--- src/rtl/csr_defs.sv ---
// CSR numbering, timer field positions and the masked-write helper.
// Imported by the csr block and the timer/counter unit.
// Pure definitions; no logic, no state.
package csr_defs;

  // Core CSR numbers
  localparam logic [13:0] CSR_CRMD   = 14'h000;
  localparam logic [13:0] CSR_PRMD   = 14'h001;
  localparam logic [13:0] CSR_ECFG   = 14'h004;
  localparam logic [13:0] CSR_ESTAT  = 14'h005;
  localparam logic [13:0] CSR_ERA    = 14'h006;
  localparam logic [13:0] CSR_BADV   = 14'h007;
  localparam logic [13:0] CSR_EENTRY = 14'h00C;
  localparam logic [13:0] CSR_SAVE0  = 14'h030;
  localparam logic [13:0] CSR_SAVE1  = 14'h031;
  localparam logic [13:0] CSR_SAVE2  = 14'h032;
  localparam logic [13:0] CSR_SAVE3  = 14'h033;

  // Timer CSR numbers
  localparam logic [13:0] CSR_TID    = 14'h040;
  localparam logic [13:0] CSR_TCFG   = 14'h041;
  localparam logic [13:0] CSR_TVAL   = 14'h042;
  localparam logic [13:0] CSR_TICLR  = 14'h044;

  // TCFG fields: En, Periodic, InitVal[31:2]
  localparam int TCFG_EN          = 0;
  localparam int TCFG_PERIODIC    = 1;
  localparam int TCFG_INITVAL_LSB = 2;

  // TICLR bit that acknowledges the timer interrupt
  localparam int TICLR_CLR = 0;

  // Bits selected by mask take the new value, the rest keep the old one
  function automatic logic [31:0] csr_masked_wr(input logic [31:0] old_val,
                                                input logic [31:0] mask,
                                                input logic [31:0] value);
    return (mask & value) | (~mask & old_val);
  endfunction

endpackage

--- src/rtl/stable_counter.sv ---
// 64-bit free-running stable counter, exposed as two 32-bit halves.
// Latency: value advances by one every clk; halves come from one register.
// No backpressure; not writable, wraps to zero after all-ones.
module stable_counter (
  input  logic        clk,
  input  logic        resetn,
  output logic [31:0] cnt_lo,
  output logic [31:0] cnt_hi
);

  logic [63:0] cnt_q;
  logic [63:0] cnt_d;

  // Next value is always current + 1; natural 64-bit wrap
  always_comb begin
    cnt_d = cnt_q + 64'd1;
  end

  // Counter register, cleared by async reset
  always_ff @(posedge clk or negedge resetn) begin
    if (!resetn) begin
      cnt_q <= '0;
    end else begin
      cnt_q <= cnt_d;
    end
  end

  assign cnt_lo = cnt_q[31:0];
  assign cnt_hi = cnt_q[63:32];

endmodule

--- src/rtl/csr_timer.sv ---
// Constant timer (TID/TCFG/TVAL/TICLR) plus stable counter for the CSR file.
// Latency: writes visible on reads next cycle; reads are combinational.
// No backpressure: writes always accepted, timer_int held until TICLR clear.
module csr_timer
  import csr_defs::*;
#(
  parameter logic [31:0] CORE_ID = 32'h0
) (
  input  logic        clk,
  input  logic        resetn,
  input  logic        csr_we,
  input  logic [13:0] csr_wr_num,
  input  logic [31:0] csr_wr_mask,
  input  logic [31:0] csr_wr_value,
  input  logic [13:0] csr_rd_num,
  output logic        csr_rd_hit,
  output logic [31:0] csr_rd_value,
  output logic        timer_int,
  output logic [31:0] cnt_lo,
  output logic [31:0] cnt_hi
);

  logic [31:0] tid_q,  tid_d;
  logic [31:0] tcfg_q, tcfg_d;
  logic [31:0] tval_q, tval_d;
  logic        tint_q, tint_d;

  logic wr_tid, wr_tcfg, wr_ticlr;
  logic tcfg_en, tcfg_periodic;
  logic tint_set, tint_clr;

  assign wr_tid   = csr_we && (csr_wr_num == CSR_TID);
  assign wr_tcfg  = csr_we && (csr_wr_num == CSR_TCFG);
  assign wr_ticlr = csr_we && (csr_wr_num == CSR_TICLR);

  assign tcfg_en       = tcfg_q[TCFG_EN];
  assign tcfg_periodic = tcfg_q[TCFG_PERIODIC];

  // Interrupt: set when an enabled timer sits at zero, cleared by TICLR; set wins
  assign tint_set = tcfg_en && (tval_q == 32'h0);
  assign tint_clr = wr_ticlr && csr_wr_mask[TICLR_CLR] && csr_wr_value[TICLR_CLR];

  // Next-state for TID, TCFG, the countdown and the interrupt flag
  always_comb begin
    tid_d  = wr_tid  ? csr_masked_wr(tid_q,  csr_wr_mask, csr_wr_value) : tid_q;
    tcfg_d = wr_tcfg ? csr_masked_wr(tcfg_q, csr_wr_mask, csr_wr_value) : tcfg_q;
    tval_d = tval_q;
    if (wr_tcfg) begin
      // Any TCFG write restarts the count from the freshly written InitVal
      tval_d = {tcfg_d[31:TCFG_INITVAL_LSB], 2'b00};
    end else if (tcfg_en && (tval_q != 32'hFFFF_FFFF)) begin
      if ((tval_q == 32'h0) && tcfg_periodic) begin
        tval_d = {tcfg_q[31:TCFG_INITVAL_LSB], 2'b00};
      end else begin
        // One-shot underflows 0 -> all-ones, which then parks the counter
        tval_d = tval_q - 32'd1;
      end
    end
    tint_d = tint_set | (tint_q & ~tint_clr);
  end

  // Timer state registers with async reset to architectural defaults
  always_ff @(posedge clk or negedge resetn) begin
    if (!resetn) begin
      tid_q  <= CORE_ID;
      tcfg_q <= '0;
      tval_q <= 32'hFFFF_FFFF;
      tint_q <= 1'b0;
    end else begin
      tid_q  <= tid_d;
      tcfg_q <= tcfg_d;
      tval_q <= tval_d;
      tint_q <= tint_d;
    end
  end

  // Hit-qualified read mux; zero on miss so csr can OR it in
  always_comb begin
    csr_rd_hit   = 1'b1;
    csr_rd_value = 32'h0;
    case (csr_rd_num)
      CSR_TID:   csr_rd_value = tid_q;
      CSR_TCFG:  csr_rd_value = tcfg_q;
      CSR_TVAL:  csr_rd_value = tval_q;
      CSR_TICLR: csr_rd_value = 32'h0;
      default:   csr_rd_hit   = 1'b0;
    endcase
  end

  assign timer_int = tint_q;

  stable_counter u_cnt (
    .clk    (clk),
    .resetn (resetn),
    .cnt_lo (cnt_lo),
    .cnt_hi (cnt_hi)
  );

endmodule

--- config.mk ---
export PLATFORM = sky130hd
export DESIGN_NAME = csr_timer
export DESIGN_NICKNAME = d
export VERILOG_FILES = /design/src/rtl/csr_defs.sv /design/src/rtl/stable_counter.sv /design/src/rtl/csr_timer.sv
export SDC_FILE = /design/constraint.sdc
export NUM_CORES = 1
export LEC_CHECK = 0
export CORE_ASPECT_RATIO = 0.8
export CORE_MARGIN = 2
export CORE_UTILIZATION = 51
export DETAILED_ROUTE_END_ITERATION = 6
export PLACE_DENSITY = 0.9
export RECOVER_POWER = 100
export REMOVE_ABC_BUFFERS = 1
export SYNTH_ARGS = -nofsm -noshare
export SYNTH_HDL_FRONTEND = slang
export SYNTH_SLANG_ARGS = --single-unit
--- constraint.sdc ---
create_clock -name clk -period 3.66 [get_ports clk]
set_clock_uncertainty 0.05 [all_clocks]
set_input_delay 0.732 -clock clk [delete_from_list [all_inputs] [get_ports clk]]
set_output_delay 0.732 -clock clk [all_outputs]
set_load 0.03 [all_outputs]
==> results of run 1 <==
-- power groups by stage --
stage,sequential [W],combinational [W],clock (W)
6_report,0.00179,0.000205,0.00196
5_1_grt,0.00179,0.000223,0.00207
4_1_cts,0.00179,0.000212,0.00199
3_5_place_dp,0.00182,0.000210,0
3_3_place_gp,0.00182,0.000207,0
2_1_floorplan,0.00182,0.0000295,0
-- cells in the mapped netlist, drive strengths merged, types with 21 or more instances --
cell type	count
nand3	37
dfstp	32
nand4	26
o21ai	52
xnor2	50
mux2i	60
clkbuf	33
dfrtp	129
mux2	64
xor2	26
nor2	42
nand2	141
nor3	21
-- cell families after synthesis --
family	count (synthesis)	synth area share [%]
adders and majority gates	4	0.538
buffers and inverters	56	3.00
muxes	124	14.9
AOI/OAI and AO/OA	126	8.93
xor gates and xnor gates	76	7.53
DFF	161	46.0
and+or+nand+nor	338	19.1
-- through the flow --
stage               instance area [um2]  hold WS [ns]  util, %  worst slack, ns  total power, W
floorplan                          8610         0.386        -            -1.25         0.00185
global placement                  11100         0.423     64.4            0.169         0.00203
detailed placement                11100         0.429     64.4            0.140         0.00203
CTS                               11700        0.0753     68.2            0.120         0.00399
global route                      11500         0.451     67.2          0.00537         0.00408
finish                            11500         0.379     67.2            0.105         0.00396
-- area by class of cell --
| type | count | area, um2 |
|---|---|---|
| Clock buffer | 19 | 443 |
| Clock inverter | 13 | 210 |
| Fill cell | 1290 | 5620 |
| Inverter | 9 | 33.8 |
| Multi-Input combinational cell | 668 | 4500 |
| Sequential cell | 161 | 4070 |
| Tap cell | 225 | 282 |
| Timing Repair Buffer | 209 | 2010 |
-- how the worst min path moves through the flow --
stage / from / endpoint / slack, ns / depth (start not counted)
final: resetn / async pin / 0.38 / 1
after global routing: resetn / async pin / 0.45 / 1
after CTS: resetn / async pin / 0.08 / 1
after detailed placement: u_cnt.cnt_q[52]$_DFF_PN0_ / u_cnt.cnt_q[52]$_DFF_PN0_ / 0.43 / 1
after global placement: u_cnt.cnt_q[52]$_DFF_PN0_ / u_cnt.cnt_q[52]$_DFF_PN0_ / 0.42 / 1
after floorplan: resetn / async pin / 0.39 / 0
-- layer usage --
metal  up-vias  wire length (um)  track usage [%]
li1       3538                 -                -
met1      3763             10200             35.6
met2       338             11400             43.3
met3        44              2450             8.20
met4         0               495             9.05
met5         -                 0                0
==> impl_metrics.toml, run 1 <==
[cells_and_area]
finalNetCount = 1164
layout.cells.most_common = "nand2_1"
fin_cells = 1304
drive_above_1_share_pct = 16.4
final_cell_mix = "nand2_1 (140), dfrtp_1 (129), clkdlybuf4s50_1 (91)"
area_growth_pct = 30.5
diodes = 0

[critical_path]
rr_endpoint = "tval_q[28]$_DFFE_PN1P_"
cp-end-kind = "output pin"
crit_type = "primary input to output pin"
endpoint = "csr_rd_value[9]"
critical-path-top-delay-family = "buffers and inverters"
worst-endpoint-arrival_ns = 2.77
crit_slowest_cell = "clkdlybuf4s50_1"
crit_path_start = "csr_rd_num[3]"
crit_buf_inv = 3
path_cells = "clkdlybuf4s50_1 > nor4b_1 > nand3_1 > or3_1 > buf_6 > o21ai_0 > buf_2"
start_kind = "primary input"
reg2reg_from = "tval_q[0]$_DFFE_PN1P_"
path_depth = 7
regToRegSetupSlack_ns = 0.19
cp.required_ns = 2.88
cp_max_fo = 32
slowest_delay_ns = 0.40
rr_worst_depth = 8

[clock_tree]
cts_root_buffer = "clkbuf_16"
cts.sinks = 161
cts_tree = "built"
cts_hold_buffers = 0
ctsResizeCount = 0
clk_pin_slew_ns = 0.07
clkLatencyLatePin_ns = 0.43
htreeDepth = 4
cts_buffers = 17
postCtsSetupBuffers = 0
clockBufferDepth = 2

[route]
firstDrtPassIters = 5
viasPerCell = 5.89
ant_nets = 0
via_count = 7683
drc_errors = 0
wirelength_mm = 24.5
avgRoutedWirePerCell_um = 18.8
drtIter0Drc = 505

[synthesis]
yosys_warnings = 0
synthDistinctLibCells = 61
netlist_area_mm2 = 0.00884
synth-seq-cells = 161
yosys-top-cells-area = "dfrtp_1 (37%), dfstp_2 (9.5%), mux2_2 (8.1%)"
synthArstFlopShare_pct = 100
synth_flop_cell = "dfrtp_1"
netlist.top_cell.by_area = "dfrtp_1"
ys_seq_area_share_pct = 46.0
synth_top_area_share_pct = 36.5
avgSynthCellArea_um2 = 9.99
synth_cells = 885
synth_edf_count = 0

[pwr]
p_comb_share_pct = 5.2
p_per_area_mw_per_mm2 = 343
power_frac_seq_pct = 45.2
ir_drop_mv = 0.333
p_sw_share_pct = 21.0
power_frac_clock_pct = 49.6
p_switching_w = 0.000831
p_leak_nw = 5.07
p_int_w = 0.00313

[global_routing]
grt-ovfl-total = 0
antenna_found_initial = 0
grt_usage_pct = 27.2
grt_pass1_wl_mm = 39.2
grt_pass1_vias = 7750
grt_max_degree = 100

[timing]
hold_viol_final = 0
clock.fmax_mhz = 281
max_slew_margin_pct = 11.2
setup_viol = 0
fin_crit_ns = 3.56
worstMarginPinSlew_ns = 1.33
period_share_pct = 97.1
tns_ns = 0
maxSlewViolCount = 0
grt_setup_unrepaired = "false"

[floorplan]
io-pin-count = 193
rows = 43
die_area_mm2 = 0.0184
core_mm2 = 0.0172
start_util_pct = 51.5
dieHeight_um = 122
die_w_um = 151

[run]
cap_violations = 0

[hold_path]
hold_class = "primary input to async pin"

[placed_design]
place.gp.congestion = 0.861
dp.cells = 1272
dp_hpwl_mm = 17.0
port_buffers = 192

[status]
status = "completed"
No activity file was read; power rests on OpenSTA's default activity.
==> run 2, diff against run 1 <==
--- a/constraint.sdc
+++ b/constraint.sdc
@@ -3,3 +3,3 @@
 set_input_delay 0.732 -clock clk [delete_from_list [all_inputs] [get_ports clk]]
 set_output_delay 0.732 -clock clk [all_outputs]
-set_load 0.03 [all_outputs]
+set_load 0.1 [all_outputs]
==> impl_metrics.toml, run 2 (synthesized netlist as in run 1, its figures left out) <==
[global_routing]
grt_max_degree = 82
antenna_found_initial = 0
grt_usage_pct = 27.8
grt-ovfl-total = 0
grt_pass1_vias = 7894
grt_pass1_wl_mm = 40.0

[clock_tree]
cts_buffers = 17
cts_hold_buffers = 0
clk_pin_slew_ns = 0.06
clkLatencyLatePin_ns = 0.42
htreeDepth = 4
clockBufferDepth = 2
cts.sinks = 161
cts_tree = "built"
cts_root_buffer = "clkbuf_16"

[hold_path]
min_from = "u_cnt.cnt_q[35]$_DFF_PN0_"
hold_class = "flop to flop"
min_delay_path_depth = 1
hold_path_end = "u_cnt.cnt_q[35]$_DFF_PN0_"

[critical_path]
slowest_delay_ns = 0.47
cp.required_ns = 2.88
crit_slowest_cell = "clkdlybuf4s50_1"
rr_worst_depth = 8
worst-endpoint-arrival_ns = 2.81
crit_type = "primary input to output pin"
cp-end-kind = "output pin"
cp_max_fo = 8
start_kind = "primary input"
regToRegSetupSlack_ns = 0.22
reg2reg_from = "tval_q[0]$_DFFE_PN1P_"
path_cells = "clkdlybuf4s50_1 > nor4b_4 > nand3_2 > buf_6 > nor4b_4 > buf_4 > buf_12 > buf_12 > nand2_1 > o21ai_2 > clkbuf_16"
rr_endpoint = "tval_q[15]$_DFFE_PN1P_"

[route]
avgRoutedWirePerCell_um = 19.8
viasPerCell = 6.05
drtIter0Drc = 667
wirelength_mm = 25.9
ant_nets = 0
firstDrtPassIters = 5
via_count = 7926
drc_errors = 0

[floorplan]
dieHeight_um = 122
core_mm2 = 0.0172
io-pin-count = 193
die_area_mm2 = 0.0184
start_util_pct = 51.5
die_w_um = 151
rows = 43

[cells_and_area]
final_cell_mix = "nand2_1 (141), dfrtp_1 (129), clkdlybuf4s50_1 (85)"
fin_cells = 1310
drive_above_1_share_pct = 19.1
diodes = 0
finalNetCount = 1170
layout.cells.most_common = "nand2_1"
area_growth_pct = 37.0

[placed_design]
place.gp.congestion = 0.879
port_buffers = 192
dp_hpwl_mm = 17.7
dp.cells = 1274

[timing]
whs_ns = 0.438
hold_viol_final = 0
fin_crit_ns = 3.59
clock.fmax_mhz = 278
period_share_pct = 98.2
maxSlewViolCount = 82
worstMarginPinSlew_ns = 2.08
max_slew_margin_pct = -38.5
setup_viol = 0

[pwr]
p_leak_nw = 5.26
p_per_area_mw_per_mm2 = 320
ir_drop_mv = 0.339

[run]
cap_violations = 1

[status]
status = "finished, violations left"
violations = "max-capacitance violations, max-slew violations"
-- run 2: changes by cell type in the layout (fill, tap and decap cells not counted), sizes merged, moves of 2 or more --
cell	change
buf	+9
clkbuf	+7
dlymetal6s2s	+7
clkdlybuf4s50	-6
dlygate4sd3	-6
clkinv	-4
dlymetal6s4s	-3
clkinvlp	+2
-- run 2: metal layers --
layer  GRT usage [%]  routed length (um)  vias up  share of wire, %
met2            44.9               12100      446                47
li1                -                   -     3549                 -
met1            36.5               10400     3871                40
met4            7.89                 624        0               2.4
met3            8.35                2780       60                11
met5               0                   0        -                 0
-- run 2: area by class of cell --
cell class	count	area (um2)
fill	1197	5040
multi-input combinational	668	4590
sequential	161	4070
timing repair buffer	215	2530
clock buffer	22	454
tap	225	282
clock inverter	10	160
inverter	9	33.8
-- run 2: report_power, final --
group          total, W  internal (W)  switching [W]
logic          0.000211      0.000114      0.0000973
registers       0.00179       0.00179     0.00000549
clock network   0.00187       0.00116       0.000713
total           0.00387       0.00306       0.000815
-- run 2: worst max-delay path by stage --
stage	start	to	slack (ns)	cells past startpoint
floorplan	csr_rd_num[3]	csr_rd_value[0]	-1.93	5
finish	csr_rd_num[6]	csr_rd_value[16]	0.07	11
global route	csr_rd_num[6]	csr_rd_value[16]	-0.03	11
CTS	csr_rd_num[3]	csr_rd_value[24]	0.005	9
global placement	csr_rd_num[7]	csr_rd_value[28]	0.14	7
detailed placement	csr_rd_num[3]	csr_rd_value[22]	0.02	9
-- run 2: critical path, delay by kind of cell --
kind                   cells  cell delay (ns)
AO/OA/AOI/OAI              1             0.09
buffers and inverters      6             1.31
AND/OR/NAND/NOR            4             0.69
-- run 2: timing repair --
| action | in CTS | in global routing |
|---|---|---|
| setup buffers | 0 | 2 |
| cloned | 0 | 2 |
| setup endpoints to repair | 2 | 32 |
| pin swaps | 0 | 4 |
| resized for setup | 3 | 73 |
-- run 2: per-stage QoR --
step	TNS, ns	worst slack [ns]	total power, W	area, um2	utilization [%]
detailed placement	0	0.0159	0.00203	11300	66.0
global placement	0	0.137	0.00203	11300	66.0
floorplan	-61.96	-1.93	0.00185	8610	-
global route	-0.0399	-0.0292	0.00400	12100	70.6
finish	0	0.0664	0.00387	12100	70.6
CTS	0	0.00520	0.00390	12000	69.8
==> run 3, diff against run 2 <==
CORE_UTILIZATION = 45   (was 51)
PLACE_DENSITY = 0.82   (was 0.9)
==> impl_metrics.toml, run 3 (synthesized netlist as in run 1, its figures left out) <==
[critical_path]
cp-end-kind = "output pin"
reg2reg_from = "tval_q[1]$_DFFE_PN1P_"
cp.required_ns = 2.88
worst-endpoint-arrival_ns = 2.78
crit_slowest_cell = "clkdlybuf4s50_1"
path_depth = 10
critical-path-top-delay-family = "buffers and inverters"
path_cells = "clkdlybuf4s50_1 > nor4b_2 > nand3_1 > clkbuf_1 > nor4b_4 > buf_4 > buf_12 > nand2_1 > o21ai_2 > buf_4"
regToRegSetupSlack_ns = 0.13
crit_type = "primary input to output pin"
crit_buf_inv = 5
rr_endpoint = "tval_q[26]$_DFFE_PN1P_"
path_common_cell = "buf_4"
rr_worst_depth = 8
slowest_delay_ns = 0.42
cp_max_fo = 16
start_kind = "primary input"

[cells_and_area]
fin_util_pct = 62.4
drive_above_1_share_pct = 20.8
area_growth_pct = 35.1
final_cell_mix = "nand2_1 (140), dfrtp_1 (129), clkdlybuf4s50_1 (89)"
layout.cells.most_common = "nand2_1"
fin_cells = 1345
fillers = 1543
diodes = 0
design_area_mm2 = 0.0119
finalNetCount = 1172

[route]
avgRoutedWirePerCell_um = 19.0
firstDrtPassIters = 5
wirelength_mm = 25.6
drc_errors = 0
ant_nets = 0
via_count = 7694
drtIter0Drc = 453
viasPerCell = 5.72

[placed_design]
place.gp.congestion = 0.836
dp_hpwl_mm = 17.8
place_area_mm2 = 0.0114
dp.cells = 1311
place_ws_ns = -0.0691
port_buffers = 192

[clock_tree]
clockBufferDepth = 2
clk_pin_slew_ns = 0.07
htreeDepth = 4
cts.sinks = 161
cts_buffers = 17
cts_root_buffer = "clkbuf_16"
cts_tree = "built"
clkLatencyLatePin_ns = 0.43
cts_hold_buffers = 0

[floorplan]
rows = 45
dieHeight_um = 129
start_util_pct = 46.2
die_area_mm2 = 0.0208
core_mm2 = 0.0191
die_w_um = 161
io-pin-count = 193

[hold_path]
min_from = "u_cnt.cnt_q[61]$_DFF_PN0_"
min_delay_path_depth = 1
hold_class = "flop to flop"
hold_path_end = "u_cnt.cnt_q[61]$_DFF_PN0_"

[timing]
grt_setup_unrepaired = "false"
hold_viol_final = 0
maxSlewViolCount = 51
max_slew_margin_pct = -82.3
clock.fmax_mhz = 281
worstMarginPinSlew_ns = 2.74
setup_viol = 0
setup_slack_ns = 0.100
period_share_pct = 97.3
fin_crit_ns = 3.56

[pwr]
p_total_w = 0.00390
p_leak_nw = 5.18
p_per_area_mw_per_mm2 = 326
ir_drop_mv = 0.359

[global_routing]
grt_usage_pct = 24.4
antenna_found_initial = 1
grt_max_degree = 78
grt_pass1_wl_mm = 40.2
grt_pass1_vias = 7697
grt-ovfl-total = 0

[status]
status = "finished, violations left"
violations = "max-capacitance violations, max-slew violations"

[run]
cap_violations = 1
-- run 3: cell types whose count changed in the layout (fill, tap and decap cells not counted), sizes merged --
cell,previous run,this run
inv,9,14
dlymetal6s2s,7,3
dlygate4sd3,61,59
bufinv,4,3
clkinvlp,4,2
clkdlybuf4s50,85,89
clkbuf,54,55
buf,29,30
clkinv,2,3
bufbuf,1,0
-- run 3: final cells by class --
| class | instances | area (um2) | share of cell area (%) |
|---|---|---|---|
| inverter | 9 | 33.8 | 0.283 |
| sequential | 161 | 4070 | 34.1 |
| tap | 258 | 323 | 2.70 |
| clock buffer | 19 | 453 | 3.79 |
| multi-input combinational | 668 | 4640 | 38.8 |
| timing repair buffer | 217 | 2260 | 18.9 |
| clock inverter | 13 | 174 | 1.46 |
-- run 3: power by group --
part	switching (W)	total, W	internal [W]
Combinational	0.0000940	0.000208	0.000114
Sequential	0.00000522	0.00179	0.00178
Clock	0.000773	0.00190	0.00113
Total	0.000872	0.00390	0.00302
-- run 3: repair_timing --
item | 4_1_cts | 5_1_grt
pin swaps | 0 | 4
gates resized for setup | 26 | 62
setup buffers | 0 | 1
hold endpoints to repair | 0 | 0
gates cloned | 0 | 1
setup endpoints to repair | 30 | 32
-- run 3: worst max-delay path by stage --
stage | from | endpoint
floorplan | csr_rd_num[3] | csr_rd_value[0]
global placement | csr_rd_num[3] | csr_rd_value[24]
detailed placement | csr_rd_num[7] | csr_rd_value[31]
CTS | csr_rd_num[7] | csr_rd_value[27]
global route | csr_rd_num[4] | csr_rd_value[31]
finish | csr_rd_num[4] | csr_rd_value[26]
-- run 3: metal layers --
layer	global-route usage (%)	vias up	share of wire [%]
met5	0	-	0.051
li1	-	3564	-
met1	31.8	3755	43
met2	40.0	338	46
met3	8.13	35	9.3
met4	5.83	2	1.1
-- run 3: stage by stage --
step	hold WS [ns]	setup TNS, ns
after floorplan	0.386	-61.96
after global placement	0.427	0
after detailed placement	0.433	-0.671
after CTS	0.200	-0.127
after global routing	0.453	0
final	0.442	0
